<file path="src/rtl/button_level_conditioner.sv">
// Push-button conditioner: synchronise, debounce, and emit edge and long-press pulses.
// Ports: clk, rst (async active-low), btn_raw in; LEVEL, rise_pulse, fall_pulse, long_pulse out.
module button_level_conditioner #(
    parameter int DB_CYCLES   = 4,
    parameter int CNT_W       = 16,
    parameter int LONG_CYCLES = 20,
    parameter int HOLD_W      = 16
) (
    input  logic clk,
    input  logic rst,
    input  logic btn_raw,
    output logic LEVEL,
    output logic rise_pulse,
    output logic fall_pulse,
    output logic long_pulse
);

    typedef enum logic [1:0] {
        IDLE,
        PRESS_WAIT,
        PRESSED,
        RELEASE_WAIT
    } state_t;

    localparam logic [CNT_W-1:0]  DB_LAST   = CNT_W'(DB_CYCLES - 1);
    localparam logic [HOLD_W-1:0] LONG_LAST = HOLD_W'(LONG_CYCLES - 1);

    logic              r_s1;
    logic              r_sq;
    state_t            r_state;
    logic [CNT_W-1:0]  r_db_cnt;
    logic [HOLD_W-1:0] r_hold_cnt;
    logic              r_fired;

    logic w_level_hi;
    logic w_fall_now;

    // Long-press timing runs in both LEVEL=1 states so a bounce
    // into RELEASE_WAIT does not restart the hold count.
    assign w_level_hi = (r_state == PRESSED) || (r_state == RELEASE_WAIT);
    assign w_fall_now = (r_state == RELEASE_WAIT) && !r_sq &&
                        (r_db_cnt == DB_LAST);

    always_ff @(posedge clk or negedge rst) begin
        if (!rst) begin
            r_s1 <= 1'b0;
            r_sq <= 1'b0;
        end else begin
            r_s1 <= btn_raw;
            r_sq <= r_s1;
        end
    end

    always_ff @(posedge clk or negedge rst) begin
        if (!rst) begin
            r_state    <= IDLE;
            r_db_cnt   <= '0;
            r_hold_cnt <= '0;
            r_fired    <= 1'b0;
            LEVEL      <= 1'b0;
            rise_pulse <= 1'b0;
            fall_pulse <= 1'b0;
            long_pulse <= 1'b0;
        end else begin
            rise_pulse <= 1'b0;
            fall_pulse <= 1'b0;
            long_pulse <= 1'b0;
            case (r_state)
                IDLE: begin
                    if (r_sq) begin
                        r_state  <= PRESS_WAIT;
                        r_db_cnt <= '0;
                    end
                end
                PRESS_WAIT: begin
                    if (!r_sq) begin
                        r_state <= IDLE;
                    end else if (r_db_cnt == DB_LAST) begin
                        r_state    <= PRESSED;
                        LEVEL      <= 1'b1;
                        rise_pulse <= 1'b1;
                        r_hold_cnt <= '0;
                        r_fired    <= 1'b0;
                    end else begin
                        r_db_cnt <= r_db_cnt + CNT_W'(1);
                    end
                end
                PRESSED: begin
                    if (!r_sq) begin
                        r_state  <= RELEASE_WAIT;
                        r_db_cnt <= '0;
                    end
                end
                RELEASE_WAIT: begin
                    if (r_sq) begin
                        r_state <= PRESSED;
                    end else if (r_db_cnt == DB_LAST) begin
                        r_state    <= IDLE;
                        LEVEL      <= 1'b0;
                        fall_pulse <= 1'b1;
                    end else begin
                        r_db_cnt <= r_db_cnt + CNT_W'(1);
                    end
                end
                default: begin
                    r_state <= IDLE;
                    LEVEL   <= 1'b0;
                end
            endcase

            // A fall on the expiry edge suppresses the long pulse.
            if (w_level_hi && !w_fall_now && !r_fired) begin
                if (r_hold_cnt == LONG_LAST) begin
                    long_pulse <= 1'b1;
                    r_fired    <= 1'b1;
                end else begin
                    r_hold_cnt <= r_hold_cnt + HOLD_W'(1);
                end
            end
        end
    end

endmodule
</file>
<file path="config.mk">
export PLATFORM = sky130hd
export DESIGN_NAME = button_level_conditioner
export DESIGN_NICKNAME = d
export VERILOG_FILES = /design/src/rtl/button_level_conditioner.sv
export SDC_FILE = /design/constraint.sdc
export NUM_CORES = 1
export LEC_CHECK = 0
export CAP_MARGIN = 5
export CORE_ASPECT_RATIO = 0.7
export CORE_MARGIN = 8
export CORE_UTILIZATION = 56
export CTS_CLUSTER_DIAMETER = 200
export DETAILED_ROUTE_END_ITERATION = 7
export DONT_BUFFER_PORTS = 1
export PLACE_DENSITY_LB_ADDON = 0.15
export SLEW_MARGIN = 20
export SYNTH_ARGS = -nofsm -noshare
export SYNTH_HDL_FRONTEND = slang
export SYNTH_SLANG_ARGS = --single-unit
</file>
<file path="constraint.sdc">
create_clock -name clk -period 5.1 [get_ports clk]
set_input_delay 0.51 -clock clk [delete_from_list [all_inputs] [get_ports clk]]
set_output_delay 0.51 -clock clk [all_outputs]
set_load 0.01 [all_outputs]
</file>
==> results of run 1 <==
==> final timing paths <==
| check | cells after the start | from | end |
|---|---|---|---|
| worst min-delay path | 1 | rst | r_hold_cnt[1] |
| min in group clk | 0 | btn_raw | r_s1 |
| worst max-delay path | 5 | r_db_cnt[0] | r_hold_cnt[1] |
| worst min register to register | 0 | r_s1 | r_sq |
| worst max register to register | 5 | r_db_cnt[0] | r_hold_cnt[1] |
| max in group asynchronous | 1 | rst | r_hold_cnt[12] |
==> worst max-delay path: stages, from the launching register on <==
cell and delay (ns):
dfrtp_1 0.41, ha_1 0.26, nor4b_1 0.40, nand4_1 0.80, o211ai_1 0.63, mux2i_1 0.23
==> where the power goes <==
part | internal (uW) | leakage, uW | switching (uW)
clock | 97.3 | 0.0000395 | 105
sequential | 366 | 0.000550 | 56.7
combinational | 72.1 | 0.000427 | 137
==> cells in the mapped netlist, drive strengths merged (4+ instances only) <==
| master | n | area (um^2) |
|---|---|---|
| dfrtp | 41 | 1030 |
| o21ai | 28 | 140 |
| mux2i | 16 | 160 |
| inv | 11 | 41.3 |
| nand4 | 11 | 83.8 |
| nor2 | 11 | 41.3 |
| nand2 | 10 | 37.5 |
| a21oi | 8 | 40.0 |
| clkbuf | 8 | 30.0 |
| nor4 | 7 | 43.8 |
| o211ai | 6 | 45.0 |
| o2111ai | 5 | 43.8 |
| and4 | 4 | 35.0 |
| or3 | 4 | 30.0 |
| xnor2 | 4 | 35.0 |
==> area by class of cell <==
cell class	count	area (um^2)
clock buffers	8	80.1
fillers	321	1520
inverters	11	41.3
multi-input cells	154	1050
flip-flops and latches	41	1030
well taps	52	65.1
repair buffers	1	20.0
==> per-stage QoR <==
step	instances	power, uW	hold WS, ns	utilization, %
detailed placement	258	626	0.215	57.3
global placement	258	615	0.215	57.3
finish	267	834	0.0661	59.9
floorplan	216	580	0.214	-
CTS	267	836	0.0662	59.9
global route	267	886	0.0669	59.9
==> flip-flops by register name (all words and copies together) (netlist names), named ones only <==
register	flops
long_pulse	1
r_db_cnt	16
rise_pulse	1
r_fired	1
r_s1	1
r_hold_cnt	16
fall_pulse	1
r_state	1
LEVEL	1
r_sq	1
==> kinds of logic after synthesis <==
logic type      count (synthesis)  synth area share [%]
simple gates                   71                  20.0
xor+xnor                        7                  3.20
flops                          41                  47.6
fa+ha+maj                       2                  1.16
compound gates                 57                  16.3
mux                            17                  7.96
buf+inv                        21                  3.72
==> cell usage in the layout, fill, tap and decap left out, drive strengths merged, types with 2 or more instances in the layout <==
master and count:
nand2 10, o21bai 3, nor4 7, o211ai 6
nand4 11, mux2i 16, nor4b 2, and3 3
xnor2 4, clkbuf 8, a21bo 2, and4 4
or4 3, ha 2, nor3 3, xor2 3
o31ai 3, o2111ai 5, a21oi 8, or3 4
or2 2, o21ai 28, nand3 3, nor2 11
inv 11, nand2b 3, dfrtp 41
==> layer usage <==
layer,routed length [um],up-vias
met1,2150,834
li1,-,802
met3,263,2
met5,0,-
met2,1930,44
met4,18,0
==> repair_timing <==
action / 4_1_cts / 5_1_grt
setup buffers: 0 / 0
hold endpoints to repair: 41 / 0
endpoints found under the setup margin: 0 / 0
hold buffers: 1 / 0
==> metrics, run 1 <==
Die H approximately 68 um; fmax 356 MHz; busiest layer in global routing met2; FF+latch count, synth 41; core footprint roughly 0.0038 mm^2; worst hold path type input port to async pin; leakage power 0.00102 uW; GRT overflow 0; # diodes 0; cts repair resizes 0; CTS tree done; sequential area share after synthesis 47.6%; die area around 0.0061 mm^2; routed len/inst 16.3 um; Starting Density a little under three fifths; Ports 7; Worst Skew approximately 0.010 ns; clk sinks slightly above 40; clock buffer count from CTS 5; Placed Area around 0.0022 mm^2; routed wire length 4.36 mm; worst setup margin between 2 and 2.5 ns; Final setup viols 0; setup TNS 0 ns; power density over the cells ~370 mW/mm^2; met2 usage about a quarter; Routed Antenna Nets 0; Nets 219; Clock Tree Buf Depth 2; nature of the critical path endpoint flip-flop; fraction of registers with async set/reset 100%; vias per cell between 6 and 7; GRT met3 Usage under 10%; r2r setup slk ~2.3 ns; Finished Cell Area between 0.002 and 0.0025 mm^2; number of flops mapped to enable cells by yosys 0; Syn Nets 221; clk root buf clkbuf_8; Avg Inst Size Synth roughly 10 um^2; crit path DAT slightly above 3 ns; area grow syn2layout 5.87%; status finished, final reports clean; Most used DFF post-synth dfrtp_1; number of global-route vias before repair around 1600; Max Cap Viol 0; Pins Over Slew Limit 0; CP Max Fanout 22; Max VDD drop 0.000276 V; crit path time final about 2.8 ns; CTS clk-pin slew, worst paths ~0.08 ns; Synth Warn # 0; critical setup path kind flip-flop to flip-flop; layout cells sized above 1 under 10%; RSZ-0062 raised after global routing false; largest net degree at the start of global routing 42; pre-CTS setup slack around 2.4 ns; # rows 19; Cells after Synth 216; post-DP HPWL between 2 and 3 mm; met1 Use GR between 20% and 30%; Worst Path Required 5.31 ns; H-tree depth 2; first-pass GRT wire length approximately 7.5 mm; Slew @ Worst Pin between 0.9 and 1 ns; All-Layer GR Usage 15.0%; Skew-Pair Late Insertion Delay between 0.2 and 0.3 ns; detailed-route via count between 1500 and 2000; Worst setup SP type flip-flop; Cell variety after synth 43; initial antenna violation count 0; crit share post-route between 50% and 60%; number of port buffers 0; Max-slew headroom 38.5%; DR pass1 iterations 4; gpl congestion ~0.8; Hold Violations, Final 0; Die Wd 90.1 um; Syn Std Cell Area between 0.002 and 0.0025 mm^2; drt first-iter violations between 100 and 150; DRC viols 0
No activity file was read; power rests on OpenSTA's default activity.
==> run 2, diff against run 1 <==
clock period = 2.55 ns   (was 5.1 ns; I/O delays follow)
==> run 2 against run 1 <==
Effect of this change:
- utilization grew 1.3 points
- clock power increased by 110%
- flip-flop and latch count did not move
- hold slack better by 0.29 ns
- sequential share of layout area is 0.94 points lower
- critical path type unchanged
- critical endpoint unchanged
- largest power group unchanged
==> metrics, run 2 (same netlist as run 1, synthesis figures left out) <==
status finished, final reports clean; Pwr Total roughly 1700 uW; setup repair bufs after CTS 0; Nets 224; # rows 19; CP Cell Sequence ha_1 > nor4b_1 > nand4_1 > buf_4 > o211ai_1 > mux2i_1; crit path DAT roughly 2.2 ns; placed cells between 200 and 300; worst setup margin approximately 0.56 ns; nature of the critical path endpoint flip-flop; Routed Antenna Nets 0; worst hold path type flip-flop to flip-flop; worst hold start r_s1; CTS tree done; Die Wd 90.1 um; Skew-Pair Late Insertion Delay 0.29 ns; H-tree depth 2; critical setup path kind flip-flop to flip-flop; GRT overflow 0; Slowest Stage Delay on Critical Path 0.41 ns; CTS clk-pin slew, worst paths roughly 0.070 ns; Max-slew headroom between 40% and 50%; die area between 0.006 and 0.007 mm^2; crit share post-route 78.2%; layout cells sized above 1 6.85%; Slew @ Worst Pin around 0.84 ns; clk sinks just over 40; storage element area approximately 0.0010 mm^2; Finished Cell Area 0.00233 mm^2; post-DP HPWL a little over 3 mm; power density over the cells approximately 730 mW/mm^2; Placed Area 0.00220 mm^2; Regs by FF count r_db_cnt (16), r_hold_cnt (16); number of global-route vias before repair roughly 1500; Die H 67.9 um; DRC viols 0; largest net degree at the start of global routing 42; crit path time final 1.99 ns; RR Startpoint r_db_cnt[0]; cts repair resizes 0; RSZ-0062 raised after global routing false; initial antenna violation count 0; most common cell after layout, fill and taps aside dfrtp_1; Max VDD drop ~0.0005 V; clk root buf clkbuf_8; commonest cells after routing, fill and taps aside 41 x dfrtp_1, 18 x o21ai_0, 16 x mux2i_1, 11 x nor2_1; routed len/inst roughly 16 um; core footprint approximately 0.0038 mm^2; Multi-input gate area about 0.0010 mm^2; Final setup viols 0; area grow syn2layout 8.13%; Hold Violations, Final 0; CP max-delay cell dfrtp_1; routed wire length 4.26 mm; Ports 7; detailed-route via count 1675; Worst setup SP type flip-flop; CP Max Fanout 22; DR pass1 iterations 4; critical path launch point r_db_cnt[0]; Clock Tree Buf Depth 2; final cell count without fillers 271; Worst Skew ~0.0023 ns; drt first-iter violations about 100; Worst Path Required 2.76 ns; vias per cell around 6.2; first-pass GRT wire length between 7 and 8 mm; Starting Density between 50 and 60%; number of port buffers 0; fmax approximately 500 MHz; # diodes 0; gpl congestion 0.833; Max Cap Viol 0; Pins Over Slew Limit 0; All-Layer GR Usage between 15 and 20%; leakage power approximately 0.0010 uW; Filler cells approximately 320; pre-CTS setup slack roughly 0.58 ns; clock buffer count from CTS 5; setup TNS 0 ns
## run 2: per-stage QoR
stage / hold slack, ns / utilization [%]
5_1_grt: 0.370 / 61.2
3_3_place_gp: -0.0395 / 57.9
6_report: 0.354 / 61.2
4_1_cts: 0.357 / 61.2
2_1_floorplan: -0.0406 / -
3_5_place_dp: -0.0395 / 57.9
## run 2: cell type report
cell class	instances	share of cell area [%]
Tap cell	52	2.79
Timing Repair Buffer	6	2.69
Inverter	11	1.77
Sequential cell	41	44.1
Multi-Input combinational cell	154	45.0
Clock buffer	7	3.71
## run 2: path summary, 6_finish.rpt
kind	to	slack, ns	cells after the start
min reg2reg	r_sq	0.35	0
min in group asynchronous	LEVEL	0.43	2
max reg2reg	r_hold_cnt[1]	0.56	6
min	r_sq	0.35	0
max	r_hold_cnt[1]	0.56	6
max in group asynchronous	r_db_cnt[5]	1.91	2
## run 2: worst max-delay path, delay by kind of cell (launching register included)
family | cells | cell delay [ns]
muxes | 1 | 0.25
AOI/OAI and AO/OA | 1 | 0.29
adders and majority gates | 1 | 0.24
DFF | 1 | 0.41
and+or+nand+nor | 2 | 0.48
buffers and inverters | 1 | 0.23
## run 2: what timing repair did
action	in CTS	in global routing
hold buffers	3	0
endpoints found under the setup margin	0	0
endpoints found under the hold margin	42	0
## run 2: power breakdown
group / leakage [uW] / switching, uW / internal [uW] / total [uW]
clock network: 0.0000443 / 207 / 215 / 422
registers: 0.000550 / 109 / 732 / 841
logic: 0.000448 / 275 / 160 / 435
total: 0.00104 / 592 / 1110 / 1700
## run 2: metal layers
metal | GRT usage (%) | share of wire [%] | wire (um) | up-vias
met5 | 0 | 0 | 0 | -
met4 | 8.04 | 2.0 | 84 | 0
met3 | 3.72 | 5.2 | 222 | 10
met2 | 23.5 | 41 | 1750 | 49
met1 | 20.4 | 52 | 2200 | 806
li1 | - | - | - | 810
